==> src/rtl/lfm_pkg.sv <==
// Shared constants and FSM state type for the linear-FM phase generator.
package lfm_pkg;

    localparam int PHASE_W = 16;
    localparam int FRAC_W  = 16;
    localparam int LEN_W   = 24;
    localparam int NSW_W   = 16;

    typedef enum logic {
        IDLE = 1'b0,
        RUN  = 1'b1
    } lfm_state_e;

endpackage

==> src/rtl/lfm_freq_acc.sv <==
// Fractional frequency-word accumulator: load a start word, or add a signed step.
// Only the integer part (above the fraction bits) leaves this block.
module lfm_freq_acc
    import lfm_pkg::*;
#(
    parameter int P_W   = PHASE_W,
    parameter int F_W   = FRAC_W,
    parameter int ACC_W = P_W + F_W
) (
    input  logic             aclk,
    input  logic             aresetn,
    input  logic             load,
    input  logic [ACC_W-1:0] load_val,
    input  logic             en,
    input  logic [ACC_W-1:0] step,
    output logic [P_W-1:0]   phase
);

    logic [ACC_W-1:0] acc;

    // Two's complement step: plain modulo add covers up- and down-chirps.
    always_ff @(posedge aclk or negedge aresetn) begin
        if (!aresetn) begin
            acc <= '0;
        end else if (load) begin
            acc <= load_val;
        end else if (en) begin
            acc <= acc + step;
        end
    end

    assign phase = acc[ACC_W-1:F_W];

endmodule

==> src/rtl/lfm_phase_gen.sv <==
// AXI4-Stream chirp phase-increment source for a DDS phase input.
// Define LFM_TLAST_EN to add m_axis_phase_tlast marking the last sample of each sweep.
module lfm_phase_gen #(
    parameter int PHASE_W = lfm_pkg::PHASE_W,
    parameter int FRAC_W  = lfm_pkg::FRAC_W,
    parameter int LEN_W   = lfm_pkg::LEN_W,
    parameter int NSW_W   = lfm_pkg::NSW_W,
    parameter int ACC_W   = PHASE_W + FRAC_W
) (
    input  logic               aclk,
    input  logic               aresetn,
    input  logic               start,
    input  logic               abort,
    input  logic [ACC_W-1:0]   cfg_start_ftw,
    input  logic [ACC_W-1:0]   cfg_step,
    input  logic [LEN_W-1:0]   cfg_len,
    input  logic [NSW_W-1:0]   cfg_nsweeps,
    output logic [PHASE_W-1:0] m_axis_phase_tdata,
    output logic               m_axis_phase_tvalid,
    input  logic               m_axis_phase_tready,
`ifdef LFM_TLAST_EN
    output logic               m_axis_phase_tlast,
`endif
    output logic               busy,
    output logic               done
);

    import lfm_pkg::*;

    lfm_state_e       state;
    logic [ACC_W-1:0] start_q;
    logic [ACC_W-1:0] step_q;
    logic [LEN_W-1:0] len_q;
    logic [NSW_W-1:0] nsw_q;
    logic [LEN_W-1:0] samp_cnt;
    logic [NSW_W-1:0] sw_cnt;

    logic             hs;
    logic             start_ok;
    logic             last_samp;
    logic             last_sweep;
    logic             acc_load;
    logic [ACC_W-1:0] acc_load_val;
    logic             acc_en;

    assign hs         = m_axis_phase_tvalid & m_axis_phase_tready;
    assign start_ok   = (state == IDLE) && start && (cfg_len != '0);
    assign last_samp  = (samp_cnt == len_q - LEN_W'(1));
    assign last_sweep = (nsw_q != '0) && (sw_cnt == nsw_q - NSW_W'(1));

    // Each sweep restarts from the latched start word, not from the live cfg.
    assign acc_load     = start_ok | (hs & last_samp);
    assign acc_load_val = (state == IDLE) ? cfg_start_ftw : start_q;
    assign acc_en       = hs & ~last_samp;

    lfm_freq_acc #(
        .P_W   (PHASE_W),
        .F_W   (FRAC_W),
        .ACC_W (ACC_W)
    ) u_acc (
        .aclk     (aclk),
        .aresetn  (aresetn),
        .load     (acc_load),
        .load_val (acc_load_val),
        .en       (acc_en),
        .step     (step_q),
        .phase    (m_axis_phase_tdata)
    );

    always_ff @(posedge aclk or negedge aresetn) begin
        if (!aresetn) begin
            state               <= IDLE;
            start_q             <= '0;
            step_q              <= '0;
            len_q               <= '0;
            nsw_q               <= '0;
            samp_cnt            <= '0;
            sw_cnt              <= '0;
            m_axis_phase_tvalid <= 1'b0;
            busy                <= 1'b0;
            done                <= 1'b0;
        end else begin
            done <= 1'b0;
            case (state)
                IDLE: begin
                    if (start_ok) begin
                        start_q             <= cfg_start_ftw;
                        step_q              <= cfg_step;
                        len_q               <= cfg_len;
                        nsw_q               <= cfg_nsweeps;
                        samp_cnt            <= '0;
                        sw_cnt              <= '0;
                        state               <= RUN;
                        m_axis_phase_tvalid <= 1'b1;
                        busy                <= 1'b1;
                    end
                end
                RUN: begin
                    // Abort only acts on a handshake so a presented beat is never withdrawn.
                    if (hs) begin
                        if (last_samp) begin
                            samp_cnt <= '0;
                            if (abort || last_sweep) begin
                                state               <= IDLE;
                                m_axis_phase_tvalid <= 1'b0;
                                busy                <= 1'b0;
                                done                <= 1'b1;
                            end else if (sw_cnt != '1) begin
                                sw_cnt <= sw_cnt + NSW_W'(1);
                            end
                        end else begin
                            samp_cnt <= samp_cnt + LEN_W'(1);
                            if (abort) begin
                                state               <= IDLE;
                                m_axis_phase_tvalid <= 1'b0;
                                busy                <= 1'b0;
                                done                <= 1'b1;
                            end
                        end
                    end
                end
                default: begin
                    state               <= IDLE;
                    m_axis_phase_tvalid <= 1'b0;
                    busy                <= 1'b0;
                end
            endcase
        end
    end

`ifdef LFM_TLAST_EN
    assign m_axis_phase_tlast = m_axis_phase_tvalid & last_samp;
`endif

endmodule

==> config.mk <==
export PLATFORM = sky130hd
export DESIGN_NAME = lfm_phase_gen
export DESIGN_NICKNAME = d
export VERILOG_FILES = /design/src/rtl/lfm_pkg.sv /design/src/rtl/lfm_freq_acc.sv /design/src/rtl/lfm_phase_gen.sv
export SDC_FILE = /design/constraint.sdc
export NUM_CORES = 1
export LEC_CHECK = 0
export BUFFER_PORTS_ARGS = -buffer_cell sky130_fd_sc_hd__buf_2
export CORE_ASPECT_RATIO = 1.25
export CORE_MARGIN = 3
export CORE_UTILIZATION = 40
export DETAILED_ROUTE_END_ITERATION = 10
export SLEW_MARGIN = 0
export SYNTH_ARGS = -nofsm -noshare
export SYNTH_HDL_FRONTEND = slang
export SYNTH_SLANG_ARGS = --single-unit
==> constraint.sdc <==
create_clock -name aclk -period 4.15 [get_ports aclk]
set_clock_uncertainty 0.15 [all_clocks]
set_input_delay 0.415 -clock aclk [delete_from_list [all_inputs] [get_ports aclk]]
set_output_delay 0.415 -clock aclk [all_outputs]
set_load 0.005 [all_outputs]
-- After elaboration in Yosys (flattened, before gate mapping)
Index checks and enable logic that the tools add are counted.
- register bits: 179
- output and inout port bits: 19
- logic and storage cells: 72
- bits of input ports: 109
- equal/unequal tests: 10
- $add $sub $neg: 5
- multiplexer cells: 30
- reductions and logical operators: 11
- bitwise operators: 6
- operator list (kind ; count):
    32-bit 2-to-1 mux ; 3
    16-bit 2-to-1 mux ; 5
    24-bit 2-to-1 mux ; 3
    24-bit case mux with 2 select lines ; 1
    32-bit adder ; 1
    16-bit case mux with 2 select lines ; 1
    24-bit by 1-bit adder with 24-bit output (second input constant) ; 1
    24-bit == test ; 1
    24-bit nonzero test ; 1
    24-bit by 1-bit subtractor with 24-bit output (second input constant) ; 1
    16-bit by 1-bit adder with 16-bit output (second input constant) ; 1
    16-bit == test ; 1
    16-bit != test (second input constant) ; 1
    16-bit nonzero test ; 1
    16-bit by 1-bit subtractor with 16-bit output (second input constant) ; 1
    1-bit 2-to-1 mux ; 15
    2-bit by 1-bit != test with 1-bit output (second input constant) ; 3
    3-bit by 2-bit != test with 1-bit output (second input constant) ; 2
    5-bit AND reduction ; 1
    2-bit != test (second input constant) ; 2
    1-bit case mux with 2 select lines ; 2
    2-bit AND reduction ; 2
    4-bit AND reduction ; 1
    1-bit AND ; 3
    other kinds (5) ; 8

-- Logic depth before layout (Yosys ltp)
- depth in word-level cells: 8
- mapped depth: 15
- gate-level depth less buffers: 14

-- Cells and area by module
From an unflattened synthesis, not the netlist that was laid out.
- cell total of the unflattened synthesis: 1109
- area, all modules: 11320.9 um^2
- modules (own cells, without submodules) (module ; cells an instance ; seq. area each (um^2) ; instances ; area an instance (um^2)):
    lfm_phase_gen ; 730 ; 3678.5 ; 1 ; 8136.6
    lfm_freq_acc ; 379 ; 800.8 ; 1 ; 3184.3

-- Worst setup path after synthesis
No wires, ideal clock.
- path kind: register -> register
- start point: reg len_q[0]
- end point: reg sw_cnt[10]
- data required time: 3.922 ns
- setup slack: 0.557 ns
- arrival: 3.365 ns
- stages on the path, launching flop included: 15
- clock period less this slack: 3.593 ns
- cells stage by stage: dfrtp_1 inv_1 ha_1 or3b_1 buf_2 or3_1 or3_1 a211oi_1 and4_1 and4bb_1 nor2_1 a211o_1 buf_6 or3_1 a21oi_1
- word-level cells in the longest chain between the ends: 4
- RTL lines (element ; line ; source):
    from (decl) ; lfm_phase_gen.sv:33 ; logic [LEN_W-1:0] len_q;
    from (signal assigned) ; lfm_phase_gen.sv:89 ; len_q <= cfg_len;
    24-bit by 1-bit subtractor with 24-bit output ; lfm_phase_gen.sv:48 ; assign last_samp = (samp_cnt == len_q - LEN_W'(1));
    24-bit == test ; lfm_phase_gen.sv:48 ;
    2-bit by 1-bit != test with 1-bit output (no line) ; - ;
    5-bit AND reduction (no line) ; - ;
    to (signal assigned) ; lfm_phase_gen.sv:109 ; sw_cnt <= sw_cnt + NSW_W'(1);
    to (decl) ; lfm_phase_gen.sv:36 ; logic [NSW_W-1:0] sw_cnt;
Every way passes these cells.
A chain may end at the register's enable or synchronous reset.

-- Worst setup path in the final report
- start point: reg len_q[0]
- end point: reg sw_cnt[8]
The elaborated chain is that of the path after synthesis.

==> flow_summary.yaml <==
synthesis:
  yosys.area.top_type: "dfrtp_1"
  synth_top_area_share_pct: 41.0
  ys_types: 61
  syn_avg_cell_area_sq_um: 8.19
  ys_seq_area_share_pct: 41.0
  async_flop_share_pct: 100
  synth_commonest_cells: "363 x nand2_1, 179 x dfrtp_1, 105 x nor2_1"
  synth_seq_cells: 179
  synth_edf_count: 0
  synthesis.nets: 1479
  synth.area.top_cells: "dfrtp_1 41%, nand2_1 12%, xnor2_1 5.1%, ha_1 4.0%, nor2_1 3.6%"
  synth_warnings: 0
  synthMostInstantiatedCell: "nand2_1"
  synthesis.area_sq_mm: 0.0109
  syn_inst: 1334
  synth_ff_type: "dfrtp_1"
timing:
  fin_crit_sh_pct: 93.0
  post-route-min-period_ns: 3.86
  rsz0062_at_grt: "no"
  finalHoldViolCount: 0
  relSlewSlack_pct: 38.6
  slew_violations: 0
  fin_hold_ws_ns: 0.0150
  fmax_mhz: 259
  tightest_slew_ns: 0.921
  setup_tns_ns: 0
  finalSetupViolations: 0
route:
  first_iter_violations: 549
  viasPerCell: 5.23
  vias: 9325
  wirelength_um: 28000
  wl_per_cell_um: 15.7
  drt.antenna.violating_nets: 0
  dr.pass1.iters: 6
  route.detailed.drc: 0
global_route:
  overflow: 0
  antenna_found_initial: 3
  grt_pass1_vias: 9350
  grt_pass1_wl_um: 47000
  grt_use_total_pct: 19.4
  grt_start_max_net_pins: 107
cts:
  clock_latency_ns: 0.44
  cts_num_sinks: 179
  clockBufferDepth: 2
  htree_levels: 4
  cts_made_buffers: 17
  clockRootBuffer: "clkbuf_16"
  post_cts_resized: 0
  postCtsHoldBufs: 8
  cts_tree: "built"
  path_clk_slew_ns: 0.08
  post_cts_buffers: 0
final_layout:
  layout-drive-gt1-share_pct: 14.2
  area_growth_pct: 14.5
  n_antenna_cell: 0
  nNetsFinal: 1571
  stdcell_area_sq_mm: 0.0125
  fin_util_pct: 46.6
floorplanning:
  core_area_sq_mm: 0.0268
  initial_core_util_pct: 40.8
  die_x_um: 154
  ioPinCount: 128
  fp-row-count: 67
  dieArea_sq_mm: 0.0294
  die_height_um: 191
worst_setup_path:
  path_cells: "inv_1 > ha_1 > or3b_1 > or3_1 > or3_1 > a211oi_1 > and4_1 > and4bb_1 > nor2_4 > a211o_1 > buf_12 > or3_1 > a21oi_1"
  worstSetupEndpointType: "flip-flop"
  path_class: "reg -> reg"
  cp_slowest_cell: "dfrtp_1"
  critPathMostFrequentCell: "or3_1"
  worstPathRequired_ns: 4.36
  crit_path_max_fanout: 19
  slowest_delay_ns: 0.43
  crit_arrival_ns: 4.07
  worstSetupStartpointType: "flip-flop"
placement:
  place_area_sq_mm: 0.0118
  dp_hpwl_um: 20000
  gp_congestion: 0.914
  portBuffers: 127
pwr:
  irDropWorstVdd_v: 0.000327
  leakage_uw: 0.00599
  power_density_mw_per_mm2: 777
  power_uw: 9730
hold_path:
  min_path_type: "in -> reg"
run_status:
  status: "finished, final reports clean"
run:
  drv_cap: 0
## routing by layer
| metal | GRT usage (%) | up-vias | share of wire [%] |
|---|---|---|---|
| met5 | 0 | - | 0.11 |
| met4 | 5.81 | 6 | 1.8 |
| met3 | 3.90 | 39 | 5.0 |
| met2 | 32.0 | 188 | 47 |
| met1 | 26.0 | 4403 | 46 |
| li1 | - | 4689 | - |
## logic make-up after synthesis
group / Yosys count / synth area share, %
compound gates: 254 / 13.5
xor+xnor: 94 / 7.53
fa+ha+maj: 36 / 4.19
buf+inv: 105 / 4.30
flops: 179 / 41.0
mux: 38 / 3.57
simple gates: 628 / 25.9
## cell type report
type,instances,area (sq um)
flip-flops and latches,179,4480
clock buffers,18,429
inverters,22,82.6
clock inverters,14,169
multi-input cells,1050,6010
well taps,345,432
fillers,2663,14300
repair buffers,156,907
## power by group
| group | switching (uW) | total, uW | internal [uW] |
|---|---|---|---|
| clock | 764 | 1670 | 909 |
| sequential | 621 | 3050 | 2430 |
| combinational | 2800 | 5000 | 2200 |
| total | 4180 | 9730 | 5540 |
## layout by cell type (no fill, tap or decap), types with 10 or more instances in the layout
cell type,count
a21o_1,14
a21oi_1,75
a31oi_1,10
and3_1,23
buf_2,126
buf_4,19
clkbuf_16,17
dfrtp_1,178
ha_1,35
inv_1,22
mux2i_1,30
nand2_1,363
nand2b_1,24
nand3_1,22
nor2_1,104
nor2b_1,11
nor3_1,15
nor4_1,16
o21ai_0,67
o21ai_1,28
or3_1,14
xnor2_1,64
xor2_1,30
## path summary, 6_finish.rpt
| path | end | startpoint | slack, ns | cells after the start |
|---|---|---|---|---|
| max in group asynchronous | start_q[21]$_DFFE_PN0P_ | aresetn | 2.44 | 3 |
| worst min register to register | start_q[29]$_DFFE_PN0P_ | start_q[29]$_DFFE_PN0P_ | 0.32 | 2 |
| worst max-delay path | sw_cnt[8]$_DFFE_PN0P_ | len_q[0]$_DFFE_PN0P_ | 0.29 | 13 |
| min in group asynchronous | nsw_q[0]$_DFFE_PN0P_ | aresetn | 0.49 | 2 |
| worst max register to register | sw_cnt[8]$_DFFE_PN0P_ | len_q[0]$_DFFE_PN0P_ | 0.29 | 13 |
| worst min-delay path | step_q[31]$_DFFE_PN0P_ | cfg_step[31] | 0.01 | 3 |
## registers in the layout, summed over array words and instances, names as in the netlist
register	cells
done	1
step_q	32
sw_cnt	16
busy	1
start_q	32
samp_cnt	24
nsw_q	16
state	1
u_acc.acc	32
len_q	24
## per-stage QoR
stage | setup WS (ns) | cells
2_1_floorplan | 0.557 | 1334
3_3_place_gp | 0.395 | 1744
3_5_place_dp | 0.302 | 1744
4_1_cts | 0.280 | 1784
5_1_grt | 0.0387 | 1784
6_report | 0.290 | 1784
## critical path: cells and delay by family (launching register included)
family	cells	cell delay (ns)
compound gates	3	0.78
fa+ha+maj	1	0.19
buf+inv	2	0.29
flops	1	0.43
simple gates	7	1.94
(Power assumes the default switching activity.)
